**config.mk**
```make
export PLATFORM = sky130hd
export DESIGN_NAME = noc_injection_throttle
export DESIGN_NICKNAME = d
export VERILOG_FILES = /design/src/rtl/noc_throttle_pkg.sv /design/src/rtl/noc_sync_fifo.sv /design/src/rtl/noc_injection_throttle.sv
export SDC_FILE = /design/constraint.sdc
export NUM_CORES = 1
export LEC_CHECK = 0
export ABC_AREA = 0
export ABC_CLOCK_PERIOD_IN_PS = 3200
export BUFFER_PORTS_ARGS = -buffer_cell sky130_fd_sc_hd__buf_2
export CAP_MARGIN = 20
export CORE_AREA = 3 3 221 169
export DETAILED_ROUTE_END_ITERATION = 7
export DIE_AREA = 0 0 224 172
export PLACE_DENSITY = 0.7
export SETUP_SLACK_MARGIN = 0.15
export SYNTH_ARGS = -nofsm -noshare
export SYNTH_HDL_FRONTEND = slang
export SYNTH_HIERARCHICAL = 1
export SYNTH_SLANG_ARGS = --single-unit
```
**constraint.sdc**
```tcl
create_clock -name clk -period 3.2 [get_ports clk]
set_input_delay 0.32 -clock clk [delete_from_list [all_inputs] [get_ports clk]]
set_output_delay 0.32 -clock clk [all_outputs]
set_load 0.02 [all_outputs]
```
**src/rtl/noc_throttle_pkg.sv**
```systemverilog
// Shared types and constants for the NoC injection throttle.
// Latency: n/a (package only).
// Backpressure: n/a (package only).
//
// Contents:
//   - state encodings exported for monitoring/CSR use
//   - throttle_state_e enum built on those encodings
//   - MILLI_FULL, the nominal full-scale congestion value
//   - sat_milli(), which clamps an out-of-range congestion reading
package noc_throttle_pkg;

  localparam logic [1:0] ST_ENC_NORMAL   = 2'd0;
  localparam logic [1:0] ST_ENC_THROTTLE = 2'd1;
  localparam logic [1:0] ST_ENC_BLOCK    = 2'd2;

  typedef enum logic [1:0] {
    ST_NORMAL   = ST_ENC_NORMAL,
    ST_THROTTLE = ST_ENC_THROTTLE,
    ST_BLOCK    = ST_ENC_BLOCK
  } throttle_state_e;

  localparam logic [15:0] MILLI_FULL = 16'd1000;

  // Readings above full scale behave as fully congested.
  function automatic logic [15:0] sat_milli(input logic [15:0] v);
    return (v > MILLI_FULL) ? MILLI_FULL : v;
  endfunction

endpackage

```
**src/rtl/noc_sync_fifo.sv**
```systemverilog
// Generic synchronous FIFO with registered storage and full/empty flags.
// Latency: a word written at edge t is visible on rd_dat in the cycle after t.
// Backpressure: writes are dropped while full (a same-cycle read does not free space).
//
// Ports:
//   clk, reset_n   clock, asynchronous active-low reset
//   wr_vld/wr_dat  write request and data (ignored when full)
//   rd_rdy         read request (ignored when empty)
//   rd_dat         head of the queue (zero after reset)
//   full, empty    occupancy flags
module noc_sync_fifo #(
  parameter int WIDTH = 64,
  parameter int DEPTH = 4
) (
  input  logic             clk,
  input  logic             reset_n,
  input  logic             wr_vld,
  input  logic [WIDTH-1:0] wr_dat,
  input  logic             rd_rdy,
  output logic [WIDTH-1:0] rd_dat,
  output logic             full,
  output logic             empty
);

  localparam int AW = (DEPTH > 1) ? $clog2(DEPTH) : 1;
  localparam logic [AW:0] FULL_CNT = (AW + 1)'(DEPTH);

  logic [WIDTH-1:0] mem [DEPTH];
  logic [AW-1:0]    wr_ptr;
  logic [AW-1:0]    rd_ptr;
  logic [AW:0]      count;
  logic             do_push;
  logic             do_pop;

  assign full    = (count == FULL_CNT);
  assign empty   = (count == '0);
  assign do_push = wr_vld && !full;
  assign do_pop  = rd_rdy && !empty;
  assign rd_dat  = mem[rd_ptr];

  // Storage is cleared on reset so the head reads zero until the first write.
  always_ff @(posedge clk or negedge reset_n) begin
    if (!reset_n) begin
      for (int i = 0; i < DEPTH; i++) begin
        mem[i] <= '0;
      end
    end else if (do_push) begin
      mem[wr_ptr] <= wr_dat;
    end
  end

  // Depth is a power of two, so the pointers wrap naturally.
  always_ff @(posedge clk or negedge reset_n) begin
    if (!reset_n) begin
      wr_ptr <= '0;
      rd_ptr <= '0;
      count  <= '0;
    end else begin
      if (do_push) begin
        wr_ptr <= wr_ptr + 1'b1;
      end
      if (do_pop) begin
        rd_ptr <= rd_ptr + 1'b1;
      end
      case ({do_push, do_pop})
        2'b10:   count <= count + 1'b1;
        2'b01:   count <= count - 1'b1;
        default: count <= count;
      endcase
    end
  end

endmodule

```
**src/rtl/noc_injection_throttle.sv**
```systemverilog
// Congestion-aware injection regulator between a tile NI and the router local port.
// Latency: flit pushed at edge t is presentable in cycle t+1; congestion reaches state two edges after it changes.
// Backpressure: tile_ready_out = !full; once valid_out_local rises it holds with stable data until ready_in_local.
//
// Ports:
//   clk, reset_n                 clock, asynchronous active-low reset
//   tile_flit_in/tile_valid_in   flit from the tile
//   tile_ready_out               FIFO can accept a flit
//   flit_out_local/valid_out_local  flit presented to the router local port
//   ready_in_local               router local-port ready
//   predicted_congestion_milli   router congestion EMA (0..1000 nominal)
//   throttle_state               0 NORMAL, 1 THROTTLE, 2 BLOCK
//   throttled_cycles_count       cycles with a backlog but no valid presented (saturating)
//   flits_injected_count         completed output handshakes (saturating)
module noc_injection_throttle #(
  parameter int FLIT_WIDTH       = 64,
  parameter int FIFO_DEPTH       = 4,
  parameter int THR_LO_MILLI     = 500,
  parameter int THR_HI_MILLI     = 750,
  parameter int BLOCK_MILLI      = 950,
  parameter int TOKEN_PERIOD     = 4,
  parameter int MAX_BLOCK_CYCLES = 64
) (
  input  logic                  clk,
  input  logic                  reset_n,
  input  logic [FLIT_WIDTH-1:0] tile_flit_in,
  input  logic                  tile_valid_in,
  output logic                  tile_ready_out,
  output logic [FLIT_WIDTH-1:0] flit_out_local,
  output logic                  valid_out_local,
  input  logic                  ready_in_local,
  input  logic [15:0]           predicted_congestion_milli,
  output logic [1:0]            throttle_state,
  output logic [31:0]           throttled_cycles_count,
  output logic [31:0]           flits_injected_count
);

  import noc_throttle_pkg::*;

  localparam logic [15:0] TH_LO    = 16'(THR_LO_MILLI);
  localparam logic [15:0] TH_HI    = 16'(THR_HI_MILLI);
  localparam logic [15:0] TH_BLOCK = 16'(BLOCK_MILLI);

  localparam int TCW = $clog2(TOKEN_PERIOD + 1);
  localparam logic [TCW-1:0] TOK_LAST = TCW'(TOKEN_PERIOD - 1);

  localparam int SCW = $clog2(MAX_BLOCK_CYCLES + 1);
  localparam logic [SCW-1:0] STARVE_MAX = SCW'(MAX_BLOCK_CYCLES);

  logic                  fifo_full;
  logic                  fifo_empty;
  logic [FLIT_WIDTH-1:0] head_dat;
  logic                  push;
  logic                  handshake;

  logic [15:0]           cong_q;
  logic [15:0]           cong_sat;
  throttle_state_e       state_q;
  throttle_state_e       state_d;
  logic                  permit;
  logic                  enter_throttle;
  logic                  token_q;
  logic [TCW-1:0]        tok_cnt_q;
  logic [SCW-1:0]        starve_q;
  logic                  presenting_q;
  logic [31:0]           throttled_q;
  logic [31:0]           injected_q;

  // ---------------------------------------------------------------- buffer
  assign push           = tile_valid_in && !fifo_full;
  assign tile_ready_out = !fifo_full;

  noc_sync_fifo #(
    .WIDTH (FLIT_WIDTH),
    .DEPTH (FIFO_DEPTH)
  ) u_fifo (
    .clk     (clk),
    .reset_n (reset_n),
    .wr_vld  (push),
    .wr_dat  (tile_flit_in),
    .rd_rdy  (handshake),
    .rd_dat  (head_dat),
    .full    (fifo_full),
    .empty   (fifo_empty)
  );

  // presenting_q keeps valid up across permit loss or state changes.
  assign valid_out_local = !fifo_empty && (permit || presenting_q);
  assign flit_out_local  = head_dat;
  assign handshake       = valid_out_local && ready_in_local;
  assign throttle_state  = state_q;

  // ------------------------------------------------------------ congestion
  always_ff @(posedge clk or negedge reset_n) begin
    if (!reset_n) begin
      cong_q <= '0;
    end else begin
      cong_q <= predicted_congestion_milli;
    end
  end

  assign cong_sat = sat_milli(cong_q);

  // ------------------------------------------------------------------- FSM
  always_ff @(posedge clk or negedge reset_n) begin
    if (!reset_n) begin
      state_q <= ST_NORMAL;
    end else begin
      state_q <= state_d;
    end
  end

  always_comb begin
    state_d = state_q;
    permit  = 1'b0;
    case (state_q)
      ST_NORMAL: begin
        permit = 1'b1;
        if (cong_sat >= TH_BLOCK) begin
          state_d = ST_BLOCK;
        end else if (cong_sat >= TH_HI) begin
          state_d = ST_THROTTLE;
        end
      end
      ST_THROTTLE: begin
        permit = token_q;
        if (cong_sat >= TH_BLOCK) begin
          state_d = ST_BLOCK;
        end else if (cong_sat < TH_LO) begin
          state_d = ST_NORMAL;
        end
      end
      ST_BLOCK: begin
        permit = (starve_q == STARVE_MAX);
        if (cong_sat < TH_LO) begin
          state_d = ST_NORMAL;
        end else if (cong_sat < TH_HI) begin
          state_d = ST_THROTTLE;
        end
      end
      default: begin
        state_d = ST_NORMAL;
      end
    endcase
  end

  assign enter_throttle = (state_d == ST_THROTTLE) && (state_q != ST_THROTTLE);

  // ----------------------------------------------------------------- token
  // The handshake cycle counts as the first cycle of the next period, which
  // makes the steady-state spacing exactly TOKEN_PERIOD cycles.
  always_ff @(posedge clk or negedge reset_n) begin
    if (!reset_n) begin
      token_q   <= 1'b0;
      tok_cnt_q <= '0;
    end else if (enter_throttle) begin
      token_q   <= 1'b0;
      tok_cnt_q <= '0;
    end else if (handshake) begin
      token_q   <= (TOKEN_PERIOD == 1);
      tok_cnt_q <= TCW'(1);
    end else if (!token_q) begin
      if (tok_cnt_q >= TOK_LAST) begin
        token_q   <= 1'b1;
        tok_cnt_q <= '0;
      end else begin
        tok_cnt_q <= tok_cnt_q + 1'b1;
      end
    end
  end

  // ------------------------------------------------------ starvation guard
  // Holds at the limit so permit stays granted until a handshake.
  always_ff @(posedge clk or negedge reset_n) begin
    if (!reset_n) begin
      starve_q <= '0;
    end else if (handshake || (state_q != ST_BLOCK) || (state_d != ST_BLOCK)) begin
      starve_q <= '0;
    end else if (!fifo_empty && (starve_q != STARVE_MAX)) begin
      starve_q <= starve_q + 1'b1;
    end
  end

  // ------------------------------------------------------------ presenting
  always_ff @(posedge clk or negedge reset_n) begin
    if (!reset_n) begin
      presenting_q <= 1'b0;
    end else if (handshake) begin
      presenting_q <= 1'b0;
    end else if (valid_out_local) begin
      presenting_q <= 1'b1;
    end
  end

  // -------------------------------------------------------------- counters
  always_ff @(posedge clk or negedge reset_n) begin
    if (!reset_n) begin
      throttled_q <= '0;
      injected_q  <= '0;
    end else begin
      if (!fifo_empty && !valid_out_local && (throttled_q != 32'hFFFF_FFFF)) begin
        throttled_q <= throttled_q + 32'd1;
      end
      if (handshake && (injected_q != 32'hFFFF_FFFF)) begin
        injected_q <= injected_q + 32'd1;
      end
    end
  end

  assign throttled_cycles_count = throttled_q;
  assign flits_injected_count   = injected_q;

endmodule

```
# Word level (Yosys, flattened, before mapping)
# Cells that the tools add are included.
word_totals:
  ff_bits: 357
  latchBits: 0
  ramBits: 0
  mem_bits_ro: 0
  inputBits: 84
  out_inout_bits: 132
  word_cells: 98
  n_memories: 0
op_classes:
  n_addsub: 8
  mul: 0
  div_mod_pow: 0
  n_lt_le_gt_ge: 9
  n_eq_ne: 14
  n_shift: 0
  n_mux: 28
  bitwise_logic: 2
  reduce_logical: 22
ops:
  columns: ["op", "count"]
  rows:
  - ["bitwise mux 256 bit", 1]
  - ["2-to-1 mux 64 bit", 3]
  - ["binary-select mux 64 bit (select 2 bit)", 1]
  - ["demux 64 bit (select 2 bit)", 1]
  - ["adder 32 x 1 -> 32 bit (second input constant)", 2]
  - ["inequality test 32 bit (second input constant)", 2]
  - ["greater-or-equal comparator 16 x 10 -> 1 bit (second input constant)", 2]
  - ["> comparator 16 x 10 -> 1 bit (second input constant)", 1]
  - ["less-than comparator 16 x 10 -> 1 bit (second input constant)", 1]
  - ["less-than comparator 16 x 9 -> 1 bit (second input constant)", 1]
  - ["2-to-1 mux 16 bit", 1]
  - ["2-to-1 mux 7 bit", 2]
  - ["2-to-1 mux 2 bit", 6]
  - ["2-to-1 mux 3 bit", 4]
  - ["logical AND 1 bit", 11]
  - ["adder 7 x 1 -> 7 bit (second input constant)", 1]
  - ["equality test 7 bit (second input constant)", 1]
  - ["inequality test 7 bit (second input constant)", 1]
  - ["adder 3 x 1 -> 3 bit (second input constant)", 2]
  - ["equality test 2 x 1 -> 1 bit (second input constant)", 3]
  - ["greater-or-equal comparator 3 bit (second input constant)", 2]
  - ["2-to-1 mux 1 bit", 6]
  - ["inverter 2 -> 3 bit", 2]
  - ["one-hot mux 2 bit (3 select lines)", 1]
  - ["16 further kinds", 25]

# Logic depth before layout (Yosys ltp)
depth:
  word_depth: 9
  ltp_mapped: 13
  ltp_nobuf: 13

# By module
# Netlist, hierarchy kept.
by_module_without_submodules:
  columns: ["module", "n_inst", "cells_per_inst", "area_each_um2", "seq_area_each_um2"]
  rows:
  - ["noc_sync_fifo", 1, 654, 11539.8, 6581.3]
  - ["noc_injection_throttle", 1, 391, 4224.1, 2327.2]

# Worst setup path after synthesis
# Ideal clock, no wire load.
synth_path:
  kind: "reg-to-reg"
  from: "register starve_q[0]"
  to: "register u_fifo.count[2]"
  setup_time_ns: 0.079
  arrival_time_ns: 2.433
  t_required_ns: 3.121
  setup_slack_ns: 0.688
  path_stages_with_launch: 14
  n_path_buf: 0
  period_less_slack_ns: 2.512
  cell_sequence: "dfrtp_1 inv_1 ha_1 nand4bb_1 nor4_2 o21ai_1 inv_1 o31a_1 ha_1 inv_1 fa_1 xor2_1 nor2_1 xor2_1"
synth_via:
  elab_chain_cells: 8
  elab_cells_between_ends: 10
  classes_between: "3 x eq/ne; 2 x mux; 5 x reduce/logical"
synth_lines:
  columns: ["item", "line_no", "rtl"]
  rows:
  - ["start: declaration", "noc_injection_throttle.sv:64", "logic [SCW-1:0] starve_q;"]
  - ["start signal: assignment", "noc_injection_throttle.sv:180", "starve_q <= starve_q + 1'b1;"]
  - ["equality test 7 bit *", "noc_injection_throttle.sv:134", "permit = (starve_q == STARVE_MAX);"]
  - ["one-hot mux 1 bit (3 select lines) *", "noc_injection_throttle.sv:116", "case (state_q)"]
  - ["logical OR 1 bit *", "noc_injection_throttle.sv:88", "assign valid_out_local = !fifo_empty && (permit || presenting_q);"]
  - ["logical AND 1 bit *", "noc_injection_throttle.sv:88", null]
  - ["logical AND 1 bit *", "noc_injection_throttle.sv:90", "assign handshake = valid_out_local && ready_in_local;"]
  - ["via handshake", "noc_injection_throttle.sv:54", "logic handshake;"]
  - ["logical AND 1 bit *", "noc_sync_fifo.sv:38", "assign do_pop = rd_rdy && !empty;"]
  - ["via u_fifo.do_pop", "noc_sync_fifo.sv:33", "logic do_pop;"]
  - ["equality test 2 x 1 -> 1 bit / equality test 2 bit (equally long branches)", "noc_sync_fifo.sv:65", "case ({do_push, do_pop})"]
  - ["one-hot mux 3 bit (2 select lines) / nonzero test 2 bit (equally long branches)", null, null]
  - ["end signal: assignment", "noc_sync_fifo.sv:66", "2'b10: count <= count + 1'b1;"]
  - ["end signal: assignment", "noc_sync_fifo.sv:67", "2'b01: count <= count - 1'b1;"]
  - ["end signal: assignment", "noc_sync_fifo.sv:68", "default: count <= count;"]
  - ["end: declaration", "noc_sync_fifo.sv:31", "logic [AW:0] count;"]
# The timed path passes the listed nets; every way through them passes the cells marked *.
# A chain may end at the register's enable or synchronous reset.

# Worst setup path in the final report
# Same ends and word-level chain as after synthesis.

==> metrics.yaml <==
status: "complete, no violations"
p_seq_frac: 0.384
slew_headroom: 0.387
yosys-top-cells-count: "dfrtp_1, mux2_2, mux4_2"
clock_latency_ns: 0.52
ant_nets: 0
hold_viol_final: 0
drive_above_1_share: 0.482
grt_pass1_wl_mm: 53.3
skew_ns: 0.0161
wl_met3_mm: 1.59
finalWirelength_mm: 32.8
syn_to_final_growth_pct: 18.9
yosys.area.top_type: "dfrtp_1"
yosys.area.top_type_share: 0.565
yosysWarnings: 6
drtIter0Drc: 390
grt-ovfl-total: 0
synthesis.nets: 1141
worst-slew-pin-transition_ns: 0.897
vias_per_cell: 5.26
numCtsBuffers: 37
cp-start-kind: "flop"
io_buffers: 214
hp-start: "tile_flit_in[53]"
worstSetupPathType: "reg -> reg"
post_synth.cell_area_avg_um2: 15.1
wl_met2_mm: 15.8
tritoncts: "yes"
grt_start_max_net_pins: 84
met1_length_mm: 14.8
p_comb_frac: 0.396
cts-htree-levels: 2
drv_cap: 0
synthTopCellsByArea: "dfrtp_1, mux2_2, mux4_2"
design_area_um2: 18700
max_clock_freq_mhz: 361
report.power.total_mw: 19.5
switching_share: 0.334
max-clock-path-buffers: 3
crit_fanout: 5
ys_ff_latch: 356
pwr-share-clk: 0.220
grt_pass1_vias: 10100
cts.clk_slew.worst_paths_ns: 0.06
io_pins: 216
placed_area_um2: 17300
synth-main-ff-cell: "dfrtp_1"
r2r-start: "starve_q[0]"
async_flop_share: 1.00
track_usage: 0.171
timing.setup.tns_ns: 0
die_area_um2: 38500
critPathArrivalTime_ns: 3.22
die_w_um: 224
vias: 9407
ir_drop_uv: 350
synth_cells: 1045
synth_edf_count: 0
postCtsSetupBuffers: 0
clkSinkCount: 356
min_period_ns: 2.77
gp_congestion: 0.782
core_um2: 35500
cellPowerDensity_nw_per_um2: 1040
wire_per_inst_um: 18.3
syn-cell-area_um2: 15800
yosysUniqueCellTypes: 55
final_nets: 1391
root_buffer: "clkbuf_16"
setup_viol: 0
fillers: 2953
endpoint_kind: "flop"
synth.most_common_cell: "dfrtp_1"
top_layer_used: "met4"
cp-startpoint: "starve_q[0]"
row_count: 60
p_int_mw: 13.0
hpwl_mm: 21.8
ys_seq_area_frac: 0.565
drc: 0
finalMaxSlewViolations: 0
p_leak_nw: 8.49
start_util: 0.444
crit_required_ns: 3.65
p_sw_mw: 6.50
drtPass1Iterations: 5
finalCritPeriodShare: 0.867
fp.dieH_um: 172
antenna_found_initial: 2
rsz0062_at_grt: "false"
hp-class: "in -> reg"
==> sequential cells by signal, summed over array words and instances, names as in the netlist <==
name,count
presenting_q,1
u_fifo/count,3
throttle_state,2
tok_cnt_q,3
throttled_cycles_count,32
u_fifo/mem,256
u_fifo/rd_ptr,2
flits_injected_count,32
starve_q,7
u_fifo/wr_ptr,2
token_q,1
cong_q,15
==> cell families after synthesis <==
family | Yosys count | synth area share
compound gates | 23 | 0.0108
mux | 326 | 0.278
simple gates | 196 | 0.0656
fa+ha+maj | 12 | 0.0100
flops | 356 | 0.565
buf+inv | 58 | 0.0291
xor+xnor | 74 | 0.0411
==> path summary, 6_finish.rpt <==
| check | depth (start not counted) | end | slack [ns] |
|---|---|---|---|
| worst max-delay path | 13 | u_fifo/count[2] | 0.43 |
| worst min-delay path | 2 | u_fifo/mem[181] | 0.07 |
| worst max register to register | 13 | u_fifo/count[2] | 0.43 |
| worst min register to register | 1 | throttled_cycles_count[26] | 0.48 |
| max in group asynchronous | 3 | throttled_cycles_count[18] | 1.93 |
| min in group asynchronous | 2 | u_fifo/mem[150] | 0.39 |
==> metal layers <==
metal  global-route usage  vias to the layer above
met5                    0                        -
met4               0.0453                        0
met3               0.0390                       36
met2                0.285                      178
met1                0.230                     4913
li1                     -                     4280
==> stage by stage <==
stage | util | worst slack (ns) | hold slack, ns | std cells
2_1_floorplan | - | 0.688 | 0.0244 | 1045
6_report | 0.528 | 0.426 | 0.0683 | 1789
5_1_grt | 0.528 | 0.171 | 0.0493 | 1789
3_3_place_gp | 0.488 | 0.423 | 0.367 | 1705
3_5_place_dp | 0.488 | 0.376 | 0.373 | 1705
4_1_cts | 0.527 | 0.363 | 0.0338 | 1787
==> power groups by stage <==
stage,clock network [mW],logic [mW],registers (mW)
finish,4.30,7.71,7.48
global route,4.63,8.29,7.74
CTS,4.44,7.84,7.49
detailed placement,0,7.82,7.56
global placement,0,7.64,7.46
floorplan,0,5.92,7.17
==> layout by cell type, fill, tap and decap left out, types with 2 or more instances in the layout <==
cell type and n:
nor2_1 43, o21ai_0 3, clkbuf_8 8, buf_12 9
nand2_1 44, and3_1 12, nor2_4 4, and2_1 5
buf_4 15, ha_1 11, a21oi_1 3, and4_1 10
diode_2 2, clkbuf_16 39, mux2i_1 4, dlygate4sd3_1 16
a22oi_1 2, o211ai_1 2, nor3_1 21, inv_1 15
nor4_1 2, nand4_1 16, clkinv_2 8, buf_2 213
nand3_1 18, mux2_2 258, nor2_2 2, xnor2_1 32
dfrtp_1 354, mux4_2 64, bufinv_16 2, or3_1 2
or2_2 2, xor2_1 42, nor2b_1 4, o211a_1 2
clkbuf_1 7
==> worst max-delay path, stage by stage, from the launching register on <==
cell and delay (ns):
dfrtp_1 0.41, inv_1 0.07, ha_1 0.14, nand4bb_1 0.17, nor4_4 0.25, o21ai_1 0.21, inv_1 0.19, o31a_1 0.22
ha_1 0.20, inv_1 0.06, fa_1 0.37, xor2_1 0.15, nor2_1 0.11, xor2_1 0.15
==> repair_timing <==
item | CTS | global route
resized for setup | 0 | 1
hold buffers | 16 | 0
endpoints found under the hold margin | 89 | 0
setup endpoints to repair | 0 | 1
==> cell type report <==
class                   count  area [µm²]  area share
inverters                  15        56.3     0.00300
clock buffers              54        1110      0.0593
repair buffers            254        1530      0.0818
well taps                 465         582      0.0310
clock inverters            12         116     0.00621
multi-input cells         631        6420       0.343
flip-flops and latches    356        8910       0.476
diodes                      2        5.00    0.000267
Note: power is estimated with default switching activity, not from simulation.
